**config.mk**
```make
export PLATFORM = sky130hd
export DESIGN_NAME = pattern_gen
export DESIGN_NICKNAME = d
export VERILOG_FILES = /design/src/rtl/pattern_gen.sv
export SDC_FILE = /design/constraint.sdc
export NUM_CORES = 1
export LEC_CHECK = 0
export ABC_AREA = 0
export CAP_MARGIN = 15
export CORE_MARGIN = 2
export CORE_UTILIZATION = 61
export CTS_CLUSTER_DIAMETER = 80
export DETAILED_ROUTE_END_ITERATION = 6
export DONT_BUFFER_PORTS = 1
export GPL_ROUTABILITY_DRIVEN = 0
export HOLD_SLACK_MARGIN = 0.02
export PLACE_DENSITY_LB_ADDON = 0.05
export REMOVE_ABC_BUFFERS = 1
export SLEW_MARGIN = 10
export SYNTH_ARGS = -nofsm -noshare
export SYNTH_HDL_FRONTEND = slang
export SYNTH_SLANG_ARGS = --single-unit
```
**constraint.sdc**
```tcl
create_clock -name clk -period 2.2 [get_ports clk]
set_input_delay 0.33 -clock clk [delete_from_list [all_inputs] [get_ports clk]]
set_output_delay 0.33 -clock clk [all_outputs]
set_load 0.03 [all_outputs]
```
**src/rtl/pattern_gen.sv**
```systemverilog
// pattern_gen
//   Emits the digit pattern 0-5-3-1 (sel=0) or 0-6-1-9 (sel=1) as a
//   qualified digit stream. The pattern is repeated 'reps' times, and
//   consecutive emissions are separated by 'gap' idle cycles. The
//   dout/valid pair connects directly to the digit-pattern detector's
//   din/enable inputs.
//
// Ports
//   clk    : clock; all state updates on the rising edge
//   reset  : asynchronous, active-high reset
//   start  : emission request; accepted only when busy=0
//   sel    : pattern select, sampled at accept
//   reps   : number of emissions, 0 treated as 1, sampled at accept
//   gap    : idle cycles between emissions, sampled at accept
//   stall  : freezes state and counters while high (no effect in IDLE)
//   dout   : current digit (FILL when not emitting)
//   valid  : digit qualifier; combinationally gated by stall
//   busy   : high in every non-IDLE state
//   done   : one-cycle completion pulse in the first IDLE cycle
module pattern_gen #(
  parameter int         CNT_W = 4,
  parameter logic [3:0] FILL  = 4'hF
) (
  input  logic             clk,
  input  logic             reset,
  input  logic             start,
  input  logic             sel,
  input  logic [CNT_W-1:0] reps,
  input  logic [CNT_W-1:0] gap,
  input  logic             stall,
  output logic [3:0]       dout,
  output logic             valid,
  output logic             busy,
  output logic             done
);

  typedef enum logic [2:0] {
    IDLE,
    D0,
    D1,
    D2,
    D3,
    GAP
  } state_t;

  localparam logic [CNT_W-1:0] ONE = CNT_W'(1);

  state_t           state;
  logic             sel_q;
  logic [CNT_W-1:0] rep_left;
  logic [CNT_W-1:0] gap_q;
  logic [CNT_W-1:0] gap_cnt;

  always_ff @(posedge clk or posedge reset) begin
    if (reset) begin
      state    <= IDLE;
      sel_q    <= 1'b0;
      rep_left <= '0;
      gap_q    <= '0;
      gap_cnt  <= '0;
      done     <= 1'b0;
    end else begin
      done <= 1'b0;
      unique case (state)
        IDLE: begin
          // Stall is ignored here; start on the done cycle is accepted.
          if (start) begin
            sel_q    <= sel;
            rep_left <= (reps == '0) ? ONE : reps;
            gap_q    <= gap;
            state    <= D0;
          end
        end
        D0: if (!stall) state <= D1;
        D1: if (!stall) state <= D2;
        D2: if (!stall) state <= D3;
        D3: begin
          if (!stall) begin
            if (rep_left == ONE) begin
              state <= IDLE;
              done  <= 1'b1;
            end else begin
              rep_left <= rep_left - ONE;
              if (gap_q == '0) begin
                state <= D0;
              end else begin
                gap_cnt <= gap_q;
                state   <= GAP;
              end
            end
          end
        end
        GAP: begin
          if (!stall) begin
            gap_cnt <= gap_cnt - ONE;
            if (gap_cnt == ONE) state <= D0;
          end
        end
        default: state <= IDLE;
      endcase
    end
  end

  // Moore digit decode from the current state and latched select.
  always_comb begin
    dout = FILL;
    unique case (state)
      D0:      dout = 4'd0;
      D1:      dout = sel_q ? 4'd6 : 4'd5;
      D2:      dout = sel_q ? 4'd1 : 4'd3;
      D3:      dout = sel_q ? 4'd9 : 4'd1;
      default: dout = FILL;
    endcase
  end

  assign valid = (state inside {D0, D1, D2, D3}) & ~stall;
  assign busy  = (state != IDLE);

endmodule

```
==> results of run 1 <==
[final cells by class]
type,instances,area (um2)
multi-input cells,86,647
fillers,159,566
flip-flops and latches,17,425
repair buffers,5,37.5
well taps,25,31.3
inverters,8,30.0
clock buffers,3,22.5
clock inverters,1,5.00
[worst register-to-register path, delay by kind of cell (launching register included)]
| family | cells | cell delay (ns) |
|---|---|---|
| compound gates | 2 | 0.59 |
| fa+ha+maj | 1 | 0.16 |
| buf+inv | 1 | 0.09 |
| flops | 1 | 0.41 |
| simple gates | 2 | 0.50 |
[kinds of logic (layout without fill, tap and decap cells)]
kind of cell	count (synthesis)	count (layout)	synth area share, %
xor+xnor	2	2	1.51
simple gates	42	42	24.1
fa+ha+maj	4	4	4.32
mux	9	9	8.65
buf+inv	14	17	7.35
flops	17	17	36.8
compound gates	29	29	17.3
[cells in the final DEF, fill, tap and decap left out, types with 2 or more instances in the layout]
| master | Yosys | final |
|---|---|---|
| a21oi_1 | 7 | 7 |
| a221o_1 | 2 | 2 |
| a22oi_1 | 2 | 2 |
| buf_4 | 0 | 5 |
| clkbuf_4 | 0 | 3 |
| dfrtp_1 | 17 | 17 |
| ha_1 | 4 | 4 |
| inv_1 | 8 | 8 |
| mux2_1 | 2 | 2 |
| mux2_2 | 6 | 6 |
| nand2_1 | 7 | 7 |
| nor2_1 | 11 | 11 |
| nor3_1 | 5 | 5 |
| nor3b_1 | 3 | 3 |
| nor4b_4 | 2 | 2 |
| o21ai_0 | 5 | 5 |
| o21ai_1 | 4 | 4 |
| or3b_1 | 2 | 2 |
| xnor2_1 | 2 | 2 |
[registers in the layout, indices dropped and copies added (netlist names)]
signal and cells:
done 1, gap_cnt 4, gap_q 4, rep_left 4, sel_q 1, state 3
[report_power, final]
group	internal (mW)	switching, mW
Clock	0.0676	0.103
Sequential	0.460	0.192
Combinational	0.439	0.557
Total	0.966	0.851
[synthesized netlist by cell type, types with 2 or more instances]
cell type	instances	area share [%]
a21oi_1	7	3.0
a221o_1	2	1.7
a22oi_1	2	1.3
buf_2	2	0.86
buf_6	4	3.9
dfrtp_1	17	37
ha_1	4	4.3
inv_1	8	2.6
mux2_1	2	1.9
mux2_2	6	5.8
nand2_1	7	2.3
nor2_1	11	3.6
nor3_1	5	2.2
nor3b_1	3	1.9
nor4b_4	2	4.1
o21ai_0	5	2.2
o21ai_1	4	1.7
or3b_1	2	1.5
xnor2_1	2	1.5
[routing by layer]
metal / GRT usage [%] / up-vias
met4: 4.86 / 0
met3: 2.64 / 4
met5: 0 / -
met2: 35.4 / 19
met1: 31.2 / 435
li1: - / 425
[through the flow]
step	hold slack (ns)	instances	utilization (%)	power (mW)
2_1_floorplan	0.256	111	-	1.40
3_3_place_gp	0.338	141	66.4	1.61
3_5_place_dp	0.344	141	66.4	1.66
4_1_cts	0.0220	145	67.9	1.83
5_1_grt	0.0620	145	67.9	1.96
6_report	-0.0112	145	67.9	1.82
[path summary, 6_finish.rpt]
path                       cells after the start  slack, ns          end        start
max                                            4       0.15        valid     state[1]
min                                            1      -0.01         done        reset
max reg2reg                                    6       0.36  rep_left[0]  rep_left[1]
min reg2reg                                    1       0.54  rep_left[1]  rep_left[1]
max in group asynchronous                      1       1.80        sel_q        reset
min in group clk                               1       0.09         done        stall
==> impl_metrics.csv, run 1 <==
group,metric,value,unit
timing,drv_slew,0,
synth,synthCells,117,
drt,wl_met1,1.05,mm
drt,route.met2.wl,1.02,mm
place,dpl_cell_area,1170,um2
drt,dr_wl_met3,67,um
worst_setup_path,cp_slowest_cell,"dfrtp_1",
synth,synth-main-ff-cell,"dfrtp_1",
cells_and_area,area_growth,3.57,%
floorplan,die_y,47.6,um
worst_setup_path,cp.buffers_inverters,1,
floorplan,initial_core_util,65.6,%
power_and_ir_drop,pwr_density_cell,1520,nW/um2
synth,synth-async-reset-ratio,100,%
worst_setup_path,path_cells,"buf_4, nand2b_1, nor2_1, o21a_1",
drt,drt_iter0_markers,7,
cells_and_area,drive_gt1_share,20.0,%
power_and_ir_drop,leakagePower,0.517,nW
clocking,cts-root-buf,"clkbuf_4",
synth,synth_seq_cells,17,
synth,synth_area,1160,um2
timing,setup_ws,0.151,ns
clocking,cts_num_sinks,17,
clocking,numCtsBuffers,3,
timing,worst_slew_pin_slew,0.634,ns
drt,drc,0,
clocking,cts_buffer_depth,2,
floorplan,ios,20,
grt,grt_pass1_vias,796,
clocking,cts_tree,"built",
run_status,outcome,"complete, but fails checks",
timing,hold_violations,11,
cells_and_area,finalInstanceArea,1200,um2
synth,avgSynthCellArea,9.89,um2
hold_path,worstHoldPathType,"in -> async",
grt,grt_overflow_total,0,
floorplan,row_count,15,
drt,drtPass1Iterations,4,
grt,grt_max_degree,18,
clocking,htree_levels,1,
worst_setup_path,arrival,1.72,ns
place,place_hpwl,1.61,mm
floorplan,core_area,1760,um2
worst_setup_path,path_class,"reg -> out",
job,maxCapViolCount,0,
place,portBuffers,0,
drt,wl_per_cell,14.9,um
worst_setup_path,critPathLaunchType,"flop",
drt,wl,2.16,mm
cells_and_area,diodes,0,
floorplan,dieArea,2260,um2
worst_setup_path,crit_path_max_fanout,9,
worst_setup_path,end_kind,"primary output",
synth,synth_warnings,0,
timing,tns,0,ns
clocking,cts_hold_buf,0,
synth,ys_seq_area_share,36.8,%
place,preCtsSetupSlack,0.373,ns
synth,synth_cell_types,41,
clocking,clkTransAtPathRegs,0.11,ns
worst_setup_path,critPathTopFamily,"flip-flops",
grt,antenna_found_initial,0,
timing,grt_setup_unrepaired,"false",
drt,post_drt_via_cell_ratio,6.09,
timing,period_minus_slack,2.05,ns
timing,finalSetupViolCount,0,
drt,ant_nets,0,
clocking,post_cts.repair.setup_buffers,0,
power_and_ir_drop,ir_drop,0.000884,V
synth,synth-edff-count,0,
grt,grt_pass1_wl,3.48,mm
drt,highest_layer,"met4",
cells_and_area,fin_nets,138,
timing,finClkSkew,0.00785,ns
worst_setup_path,worst_path_largest_cell_delay,0.47,ns
run_status,violations,"hold timing",
timing,holdWs,-0.0112,ns
worst_setup_path,crit_required,1.87,ns
floorplan,die-width,47.6,um
clocking,insertion_delay,0.29,ns
timing,fmax,488,MHz
timing,relSlewSlack,57.7,%
timing,min_period_over_period,93.1,%
grt,grtUsageTotal,21.7,%
drt,num_vias,883,
clocking,post_cts_resized,0,
Power figures use the tool's default switching activity.
==> run 2: changes to the inputs <==
Settings changed: CAP_MARGIN 15 to 30, CORE_ASPECT_RATIO from default to 0.8.
==> run 2 against run 1 <==
Compared with the run above:
- the flow still finishes with violations (hold timing)
- via count shrank 0.23%
- setup slack gained 0.034 ns
- largest power group unchanged
- critical endpoint unchanged
- flip-flop and latch count is the same
==> impl_metrics.csv, run 2 (synthesis results as in run 1) <==
group,metric,value,unit
cells_and_area,mostFrequentLayoutCells,"17 x dfrtp_1, 11 x nor2_1, 8 x inv_1",
clocking,cts_tree,"built",
clocking,cts_num_sinks,17,
worst_setup_path,startpoint,"state[1]",
worst_setup_path,crit_required,1.87,ns
drt,drc,0,
clocking,htree_levels,1,
drt,wl_per_cell,14.8,um
cells_and_area,final_common_cell,"dfrtp_1",
grt,grt_overflow_total,0,
drt,wl,2.12,mm
clocking,clkTransAtPathRegs,0.10,ns
grt,grt_pass1_vias,787,
grt,use_met3,3.87,%
clocking,numCtsBuffers,3,
job,maxCapViolCount,0,
timing,fmax,496,MHz
place,portBuffers,0,
floorplan,die-width,52.7,um
timing,period_minus_slack,2.02,ns
worst_setup_path,reg2reg_from,"state[1]",
timing,min_period_over_period,91.6,%
cells_and_area,fin_util,64.7,%
timing,hold_violations,17,
worst_setup_path,critPathLaunchType,"flop",
floorplan,die_y,43.0,um
clocking,cts-root-buf,"clkbuf_4",
clocking,cts_hold_buf,0,
worst_setup_path,arrival,1.69,ns
timing,drv_slew,0,
timing,setup_ws,0.184,ns
floorplan,dieArea,2260,um2
timing,tns,0,ns
floorplan,core_area,1840,um2
grt,grtUsageTotal,22.1,%
cells_and_area,largestRegisters,"gap_cnt (4), gap_q (4), rep_left (4)",
floorplan,ios,20,
worst_setup_path,crit_path_max_fanout,13,
cells_and_area,fill_cells,156,
worst_setup_path,end_kind,"primary output",
power_and_ir_drop,ir_drop,0.00127,V
cells_and_area,area_growth,2.81,%
grt,grt_pass1_wl,3.55,mm
drt,num_vias,881,
grt,antenna_found_initial,0,
run_status,violations,"hold timing",
cells_and_area,drive_gt1_share,19.3,%
grt,grt.met2_usage,32.0,%
power_and_ir_drop,pwr_density_cell,1510,nW/um2
place,preCtsSetupSlack,0.334,ns
drt,drtPass1Iterations,4,
grt,grt_use_met1,31.2,%
run_status,outcome,"complete, but fails checks",
grt,grt-busiest-layer,"met2",
floorplan,row_count,14,
timing,holdWs,-0.0114,ns
drt,post_drt_via_cell_ratio,6.16,
cells_and_area,diodes,0,
worst_setup_path,path_class,"reg -> out",
place,place_hpwl,1.56,mm
power_and_ir_drop,leakagePower,0.512,nW
timing,grt_setup_unrepaired,"false",
timing,worst_slew_pin_slew,0.634,ns
timing,finClkSkew,0.00369,ns
clocking,insertion_delay,0.30,ns
cells_and_area,fin_nets,137,
drt,ant_nets,0,
clocking,cts_buffer_depth,2,
grt,grt_max_degree,18,
clocking,post_cts.repair.setup_buffers,0,
drt,drt_iter0_markers,15,
hold_path,worstHoldPathType,"in -> async",
timing,relSlewSlack,57.7,%
timing,finalSetupViolCount,0,
floorplan,initial_core_util,62.9,%
clocking,post_cts_resized,0,
run 2: cell count changes in the layout (fill, tap and decap cells not counted), sizes merged:
cell / change
buf: -1
run 2: metrics by stage:
stage                     power [mW]  area, um2  cells
final                           1.80       1190    143
after global routing            1.94       1190    143
after CTS                       1.81       1190    143
after detailed placement        1.63       1160    139
after global placement          1.60       1160    139
after floorplan                 1.40       1100    111
run 2: report_power, final:
group | leakage (nW) | total (mW) | internal, mW | switching (mW)
clock network | 0.0177 | 0.171 | 0.0678 | 0.103
registers | 0.203 | 0.672 | 0.459 | 0.213
logic | 0.291 | 0.959 | 0.427 | 0.531
run 2: layer usage:
layer	vias to the layer above	part of all wire, %
li1	424	-
met1	421	48
met2	31	43
met3	5	6.0
met4	0	2.5
met5	-	0
run 2: path summary, 6_finish.rpt:
path / endpoint / slack (ns) / cells past startpoint
worst max register to register: gap_cnt[0] / 0.30 / 4
worst min-delay path: rep_left[3] / -0.01 / 1
worst max-delay path: valid / 0.18 / 3
worst min register to register: rep_left[1] / 0.53 / 1
max in group asynchronous: state[0] / 1.80 / 1
min in group clk: done / 0.10 / 1
run 2: area by class of cell:
class                           instances  area [um2]  area share [%]
Clock buffer                            3        22.5            1.89
Clock inverter                          1        5.00           0.421
Inverter                                8        30.0            2.52
Multi-Input combinational cell         86         647            54.4
Sequential cell                        17         425            35.8
Tap cell                               24        30.0            2.52
Timing Repair Buffer                    4        30.0            2.52
run 2: critical path: stages (launching register included):
cell and delay (ns):
dfrtp_1 0.55, nand2b_1 0.27, nor2_1 0.22, o21a_1 0.35
==> run 3: changes to the inputs <==
Settings changed: CAP_MARGIN 30 to default.
==> results of run 3 <==
Same layout as run 2: the final DEF is identical, and so are final timing and power.
